$ cat config.mk
export PLATFORM = sky130hd
export DESIGN_NAME = minsoc_reset_manager
export DESIGN_NICKNAME = d
export VERILOG_FILES = /design/src/rtl/minsoc_reset_manager.sv
export SDC_FILE = /design/constraint.sdc
export NUM_CORES = 1
export LEC_CHECK = 0
export CAP_MARGIN = 10
export CORE_UTILIZATION = 53
export CTS_BUF_LIST = sky130_fd_sc_hd__clkbuf_16
export CTS_CLUSTER_SIZE = 10
export DETAILED_ROUTE_END_ITERATION = 12
export GPL_ROUTABILITY_DRIVEN = 0
export GPL_TIMING_DRIVEN = 0
export PLACE_DENSITY = 0.74
export SYNTH_ARGS = -nofsm -noshare
export SYNTH_HDL_FRONTEND = slang
export SYNTH_SLANG_ARGS = --single-unit
$ cat constraint.sdc
create_clock -name clk_i -period 1.6 [get_ports clk_i]
set_input_delay 0.32 -clock clk_i [delete_from_list [all_inputs] [get_ports clk_i]]
set_output_delay 0.32 -clock clk_i [all_outputs]
set_load 0.1 [all_outputs]
$ cat src/rtl/minsoc_reset_manager.sv
// Sequenced reset generator for the SoC.
// Holds the Wishbone fabric and the CPU in reset until the clock source is
// locked. It then releases the bus first and the CPU CPU_DELAY cycles later.
// A debounced push-button, a soft-reset request or a loss of lock restarts
// the sequence. The cause of the most recent reset is kept on rst_cause_o.
//
// Ports:
//   clk_i       system clock (divided clock-manager output)
//   rst_n_i     synchronous active-low power-on reset
//   locked_i    clock-source lock, asynchronous
//   btn_i       raw reset push-button, asynchronous
//   soft_rst_i  soft-reset request, synchronous to clk_i, level-sampled
//   wb_rst_o    active-high Wishbone/peripheral reset
//   cpu_rst_o   active-high CPU reset
//   rst_cause_o 00 power-on, 01 lock loss, 10 button, 11 soft
//   busy_o      high whenever the sequencer is not in RUN
module minsoc_reset_manager #(
    parameter int unsigned HOLD_CYCLES     = 16,
    parameter int unsigned CPU_DELAY       = 4,
    parameter int unsigned DEBOUNCE_CYCLES = 1024,
    parameter bit          BTN_ACTIVE      = 1'b1
) (
    input  logic       clk_i,
    input  logic       rst_n_i,
    input  logic       locked_i,
    input  logic       btn_i,
    input  logic       soft_rst_i,
    output logic       wb_rst_o,
    output logic       cpu_rst_o,
    output logic [1:0] rst_cause_o,
    output logic       busy_o
);

    localparam logic [1:0] StWaitLock = 2'd0;
    localparam logic [1:0] StHold     = 2'd1;
    localparam logic [1:0] StCpuWait  = 2'd2;
    localparam logic [1:0] StRun      = 2'd3;

    localparam logic [1:0] CausePor  = 2'b00;
    localparam logic [1:0] CauseLock = 2'b01;
    localparam logic [1:0] CauseBtn  = 2'b10;
    localparam logic [1:0] CauseSoft = 2'b11;

    localparam logic [15:0] HoldLast = 16'(HOLD_CYCLES - 1);
    localparam logic [15:0] CpuLast  = 16'(CPU_DELAY - 1);
    localparam logic [15:0] DbLast   = 16'(DEBOUNCE_CYCLES - 1);
    localparam logic        BtnIdle  = ~BTN_ACTIVE;

    // Input conditioning
    logic        lock_meta_q, lock_sync_q;
    logic        btn_meta_q, btn_sync_q;
    logic        btn_stable_q;
    logic [15:0] db_cnt_q;
    logic        btn_pressed;

    // Button flops start at the idle level so reset never looks like a press.
    always_ff @(posedge clk_i) begin
        if (!rst_n_i) begin
            lock_meta_q  <= 1'b0;
            lock_sync_q  <= 1'b0;
            btn_meta_q   <= BtnIdle;
            btn_sync_q   <= BtnIdle;
            btn_stable_q <= BtnIdle;
            db_cnt_q     <= 16'd0;
        end else begin
            lock_meta_q <= locked_i;
            lock_sync_q <= lock_meta_q;
            btn_meta_q  <= btn_i;
            btn_sync_q  <= btn_meta_q;
            // Count only while a new level is pending; any return to the
            // accepted level discards the partial count.
            if (btn_sync_q == btn_stable_q) begin
                db_cnt_q <= 16'd0;
            end else if (db_cnt_q == DbLast) begin
                btn_stable_q <= btn_sync_q;
                db_cnt_q     <= 16'd0;
            end else begin
                db_cnt_q <= db_cnt_q + 16'd1;
            end
        end
    end

    assign btn_pressed = (btn_stable_q == BTN_ACTIVE);

    // Sequencer
    logic [1:0]  state_q, state_d;
    logic [15:0] cnt_q, cnt_d;
    logic [1:0]  cause_q, cause_d;
    logic        wb_rst_q, wb_rst_d;
    logic        cpu_rst_q, cpu_rst_d;
    logic        busy_q, busy_d;

    always_comb begin
        state_d   = state_q;
        cnt_d     = cnt_q;
        cause_d   = cause_q;
        wb_rst_d  = wb_rst_q;
        cpu_rst_d = cpu_rst_q;
        busy_d    = busy_q;
        case (state_q)
            StWaitLock: begin
                wb_rst_d  = 1'b1;
                cpu_rst_d = 1'b1;
                busy_d    = 1'b1;
                if (lock_sync_q) begin
                    state_d = StHold;
                    cnt_d   = 16'd0;
                end
            end
            StHold: begin
                wb_rst_d  = 1'b1;
                cpu_rst_d = 1'b1;
                busy_d    = 1'b1;
                // Events inside HOLD only restart the hold; cause is kept.
                if (!lock_sync_q) begin
                    state_d = StWaitLock;
                end else if (btn_pressed || soft_rst_i) begin
                    cnt_d = 16'd0;
                end else if (cnt_q == HoldLast) begin
                    state_d  = StCpuWait;
                    cnt_d    = 16'd0;
                    wb_rst_d = 1'b0;
                end else begin
                    cnt_d = cnt_q + 16'd1;
                end
            end
            StCpuWait, StRun: begin
                if (!lock_sync_q || btn_pressed || soft_rst_i) begin
                    wb_rst_d  = 1'b1;
                    cpu_rst_d = 1'b1;
                    busy_d    = 1'b1;
                    cnt_d     = 16'd0;
                    if (!lock_sync_q) begin
                        state_d = StWaitLock;
                        cause_d = CauseLock;
                    end else if (btn_pressed) begin
                        state_d = StHold;
                        cause_d = CauseBtn;
                    end else begin
                        state_d = StHold;
                        cause_d = CauseSoft;
                    end
                end else if (state_q == StCpuWait) begin
                    if (cnt_q == CpuLast) begin
                        state_d   = StRun;
                        cpu_rst_d = 1'b0;
                        busy_d    = 1'b0;
                    end else begin
                        cnt_d = cnt_q + 16'd1;
                    end
                end
            end
            default: begin
                state_d = StWaitLock;
            end
        endcase
    end

    always_ff @(posedge clk_i) begin
        if (!rst_n_i) begin
            state_q   <= StWaitLock;
            cnt_q     <= 16'd0;
            cause_q   <= CausePor;
            wb_rst_q  <= 1'b1;
            cpu_rst_q <= 1'b1;
            busy_q    <= 1'b1;
        end else begin
            state_q   <= state_d;
            cnt_q     <= cnt_d;
            cause_q   <= cause_d;
            wb_rst_q  <= wb_rst_d;
            cpu_rst_q <= cpu_rst_d;
            busy_q    <= busy_d;
        end
    end

    assign wb_rst_o    = wb_rst_q;
    assign cpu_rst_o   = cpu_rst_q;
    assign rst_cause_o = cause_q;
    assign busy_o      = busy_q;

endmodule

* Word-level counts from Yosys, hierarchy flattened *
Index checks and enable logic that the tools add are counted.

word-level totals
  bits in registers = 43
  logic and storage cells = 71
  input port bits = 5
  output and inout bits = 5

cells by class
  equal/unequal tests = 15
  bitwise logic cells = 2
  reduce and logical (&&, ||, !) cells = 13
  mux-type cells = 28
  add/subtract/negate cells = 2

operators with widths
  cell                     number
  $mux W16                 7
  $pmux W16 S3             1
  $add A16 B1 Y16 const B  2
  $eq A16 B10 Y1 const B   1
  $eq A16 B2 Y1 const B    1
  $eq A16 B4 Y1 const B    1
  $mux W2                  8
  $ne A3 B3 Y1 const B     5
  $mux W1                  9
  $ne A2 B2 Y1 const B     3
  $pmux W2 S3              1
  $reduce_and A2 Y1        3
  $reduce_and A5 Y1        1
  $eq A2 B2 Y1 const B     2
  $reduce_and A4 Y1        1
  $reduce_or A2 Y1         2
  $logic_or A1 B1 Y1       3
  $pmux W1 S3              1
  $reduce_or A3 Y1         1
  $eq A2 B1 Y1 const B     1
  $logic_not A2 Y1         1
  $not A1 Y1               2
  $pmux W1 S2              1
  $eq A1 B1 Y1             1
  $logic_not A1 Y1         1

* Longest topological paths before layout *
  depth in word-level cells = 5
  mapped depth = 7
  depth with buffers taken out = 6

* Worst setup path after synthesis *
Ideal clock, no wire load.

  path type = register to output
  start point = register, netlist name busy_o
  end point = output cpu_rst_o
  path slack = -88 ps
  stages on the path, launching flop included = 2
  buffers on the path = 1
  required time = 1,280 ps
  data arrival time = 1,368 ps
  path through = dfxtp_1 buf_4

RTL lines
  item              RTL line  RTL
  end: declaration  29        output logic cpu_rst_o,

* Worst setup path after layout *
  start point = register cnt_q[4]
  end point = register cnt_q[1]

on the way
  cells in the longest elaborated chain, start to end = 5
  elaborated cells between the ends (all ways) = 8
  classes of those cells = eq/ne (3); mux (4); reduce/logical (1)

ends and longest elaborated chain
  item                      RTL line  RTL
  start: declaration        87        logic [15:0] cnt_q, cnt_d;
  start signal: assignment  169       cnt_q <= cnt_d;
  $eq A16 B4 Y1             119       end else if (cnt_q == HoldLast) begin
  $mux W16                  119
  $mux W16                  117       end else if (btn_pressed || soft_rst_i) begin
  $mux W16                  115       if (!lock_sync_q) begin
  $pmux W16 S3              100       case (state_q)

Parallel ways exist; a longest one is shown, timed or not. The select of a mux whose other input is x is not followed.
A chain may end at the register's enable or synchronous reset.

==> metrics.txt <==
run status=finished with violations; failing checks=setup timing; core area=3442 um2; Startpoint Class=register; Setup crit end kind=register; Cells on Worst Hold Path=1; M1 wire length=2.021 mm; drc violations=0; Reg clk slew, reported paths=0.06 ns; io pins=10; area delta synth->final=35.56%; fmax=549.8 MHz; reg2reg path depth=6; Synth async-reset ratio=0%; Peak VDD IR=0.6926 mV; relative slew slack=62.24%; Commonest cells post-synth=43 x dfxtp_1, 33 x nor2_1, 18 x nand3_1, 17 x xor2_1; ranking of synthesized cells by area=dfxtp_1 44%, xor2_1 7.6%, nor2_1 6.4%; LEAKAGE=0.0009355 uW; Clock Skew=0.001654 ns; dominant synthesized flop cell=dfxtp_1; final number of setup-violating endpoints=18; syn nets=224; H-tree level count=2; IO Port Bufs=9; Crit path arrival time=1.99 ns; Initial DRC Count=111; crit path max fanout=5; Crit Path Class=reg -> reg; pin count of the biggest net entering global routing=13; drt pass-1 iters=4; Seq/Total Area, Yosys=44.16%; die area=3924 um2; Pwr per Cell Area=816.5 nW/um2; hpwl dp=2.430 mm; final hold violation count=0; total grt overflow=0; Yosys top cell by area=dfxtp_1; Hold Path Class=reg -> reg; detailed route wirelength on metal3=216 um; Max clock buf depth=2; TritonCTS Buffers=5; clock root cell=clkbuf_16; worst path required time=1.77 ns; TritonCTS sink count=43; clock latency at the later pin of the worst-skew pair=0.28 ns; synthesis warning total=0; placed cells=271; Finished Layout Cells=299; post-synth cell types=39; Core Rows=21; max_cap viols=0; Final WS setup=-0.2187 ns; gr usage total=23.24%; average wire per standard cell=15.99 um; Layout Nets=260; synthesized instance count=216; most common cell in the netlist=dfxtp_1; top routing layer in use=met4; Total Neg Setup Slack=-2.564 ns; Post-Route WL=4.782 mm; Antenna Cells=0; RSZ-0062 raised after global routing=true; Tot Pwr=2158 uW; Avg Inst Size Synth=9.025 um2; top-area cell type share of the netlist area=44.16%; die height=62.65 um; met2 wire len=2.426 mm; TritonCTS clock tree=done; fillers=228; Post-synth EDFFs=0; die width=62.65 um; post-route ant nets=0; Via density=5.602; vias in the first global route=1,580; fin crit period=1.819 ns; Starting Density=56.63%; first-pass GRT wire length=7.107 mm; Synth Register Bits=43; layout cells sized above 1=32.41%; Post-Syn Area=1949 um2; Worst Tran Pin Value=0.5644 ns; initial antenna violation count=0; Slew Viols, Final=0; via count=1,675; fin crit share=113.7%
## kinds of logic (layout without fill, tap and decap cells)
kind of cell,after synthesis,in the layout,synth area share (%)
mux,1,1,0.5135
fa+ha+maj,3,3,1.926
flops,43,43,44.16
compound gates,30,30,10.33
simple gates,102,102,28.76
buf+inv,14,51,3.979
xor+xnor,23,23,10.33
## sequential cells by signal (all words and copies together), names as in the netlist
register     cells
btn_meta_q       1
btn_sync_q       1
state_q          2
lock_meta_q      1
btn_pressed      1
rst_cause_o      2
lock_sync_q      1
wb_rst_o         1
db_cnt_q        16
cnt_q           16
busy_o           1
## metrics by stage
step                instance area (um2)  setup WS [ns]  util, %  hold WS [ns]
finish                             2643        -0.2187    76.77        0.4329
detailed placement                 2113        -0.4361    61.40        0.4366
global placement                   2113        -0.4297    61.40        0.4142
CTS                                2471       -0.08732    71.79        0.4499
global route                       2643        -0.2419    76.77        0.4557
floorplan                          1966       -0.02835        -        0.4119
## layer usage
layer	track usage, %	vias up
met4	6.977	0
met2	38.99	49
met3	7.482	13
li1	-	824
met1	28.18	789
met5	0	-
## report_power, final
| group | total (uW) | leakage (uW) | switching, uW | internal [uW] |
|---|---|---|---|---|
| sequential | 1090 | 0.000352 | 10.2 | 1080 |
| combinational | 120 | 0.000514 | 64.4 | 56.1 |
| clock | 951 | 0.0000701 | 389 | 561 |
| total | 2160 | 0.000936 | 464 | 1690 |
## worst paths after layout
kind,startpoint,to,slack [ns]
worst max-delay path,cnt_q[4]$_SDFFE_PN0P_,cnt_q[1]$_SDFFE_PN0P_,-0.22
worst min-delay path,db_cnt_q[0]$_SDFF_PP0_,db_cnt_q[0]$_SDFF_PP0_,0.43
worst max register to register,cnt_q[4]$_SDFFE_PN0P_,cnt_q[1]$_SDFFE_PN0P_,-0.22
worst min register to register,db_cnt_q[0]$_SDFF_PP0_,db_cnt_q[0]$_SDFF_PP0_,0.43
## what timing repair did
item | in CTS | in global routing
pin swaps | 8 | 9
endpoints found under the setup margin | 38 | 27
setup buffers | 9 | 9
gates cloned | 2 | 0
hold buffers | 0 | 0
endpoints found under the hold margin | 0 | 0
resized for setup | 48 | 27
## final cells by class
class                           count  area, um2  share of cell area [%]
Multi-Input combinational cell    159       1211                   45.83
Timing Repair Buffer               29      267.8                   10.13
Inverter                            7      26.28                  0.9943
Buffer                              7      63.81                   2.415
Tap cell                           46      57.56                   2.178
Sequential cell                    43      879.6                   33.29
Clock inverter                      3      11.26                  0.4261
Clock buffer                        5      125.1                   4.735
## worst max-delay path, stage by stage, from the launching register on
cell,delay [ns]
dfxtp_4,0.36
nor4_4,0.39
nand4_2,0.22
a31oi_4,0.33
buf_6,0.17
nor2_2,0.04
a32o_1,0.20
## cells in the final DEF (no fill, tap or decap), types with 6 or more instances in the layout
master / netlist / layout
inv_1: 7 / 8
nand3_1: 18 / 16
nor2_4: 0 / 8
nor2_1: 33 / 25
dfxtp_1: 43 / 34
a21oi_2: 0 / 6
dfxtp_2: 0 / 6
buf_4: 2 / 16
buf_6: 2 / 10
and3_1: 10 / 9
xor2_1: 17 / 16
o21ai_0: 8 / 8
xnor2_1: 6 / 6
nand2_1: 8 / 8
Power figures use the tool's default switching activity.
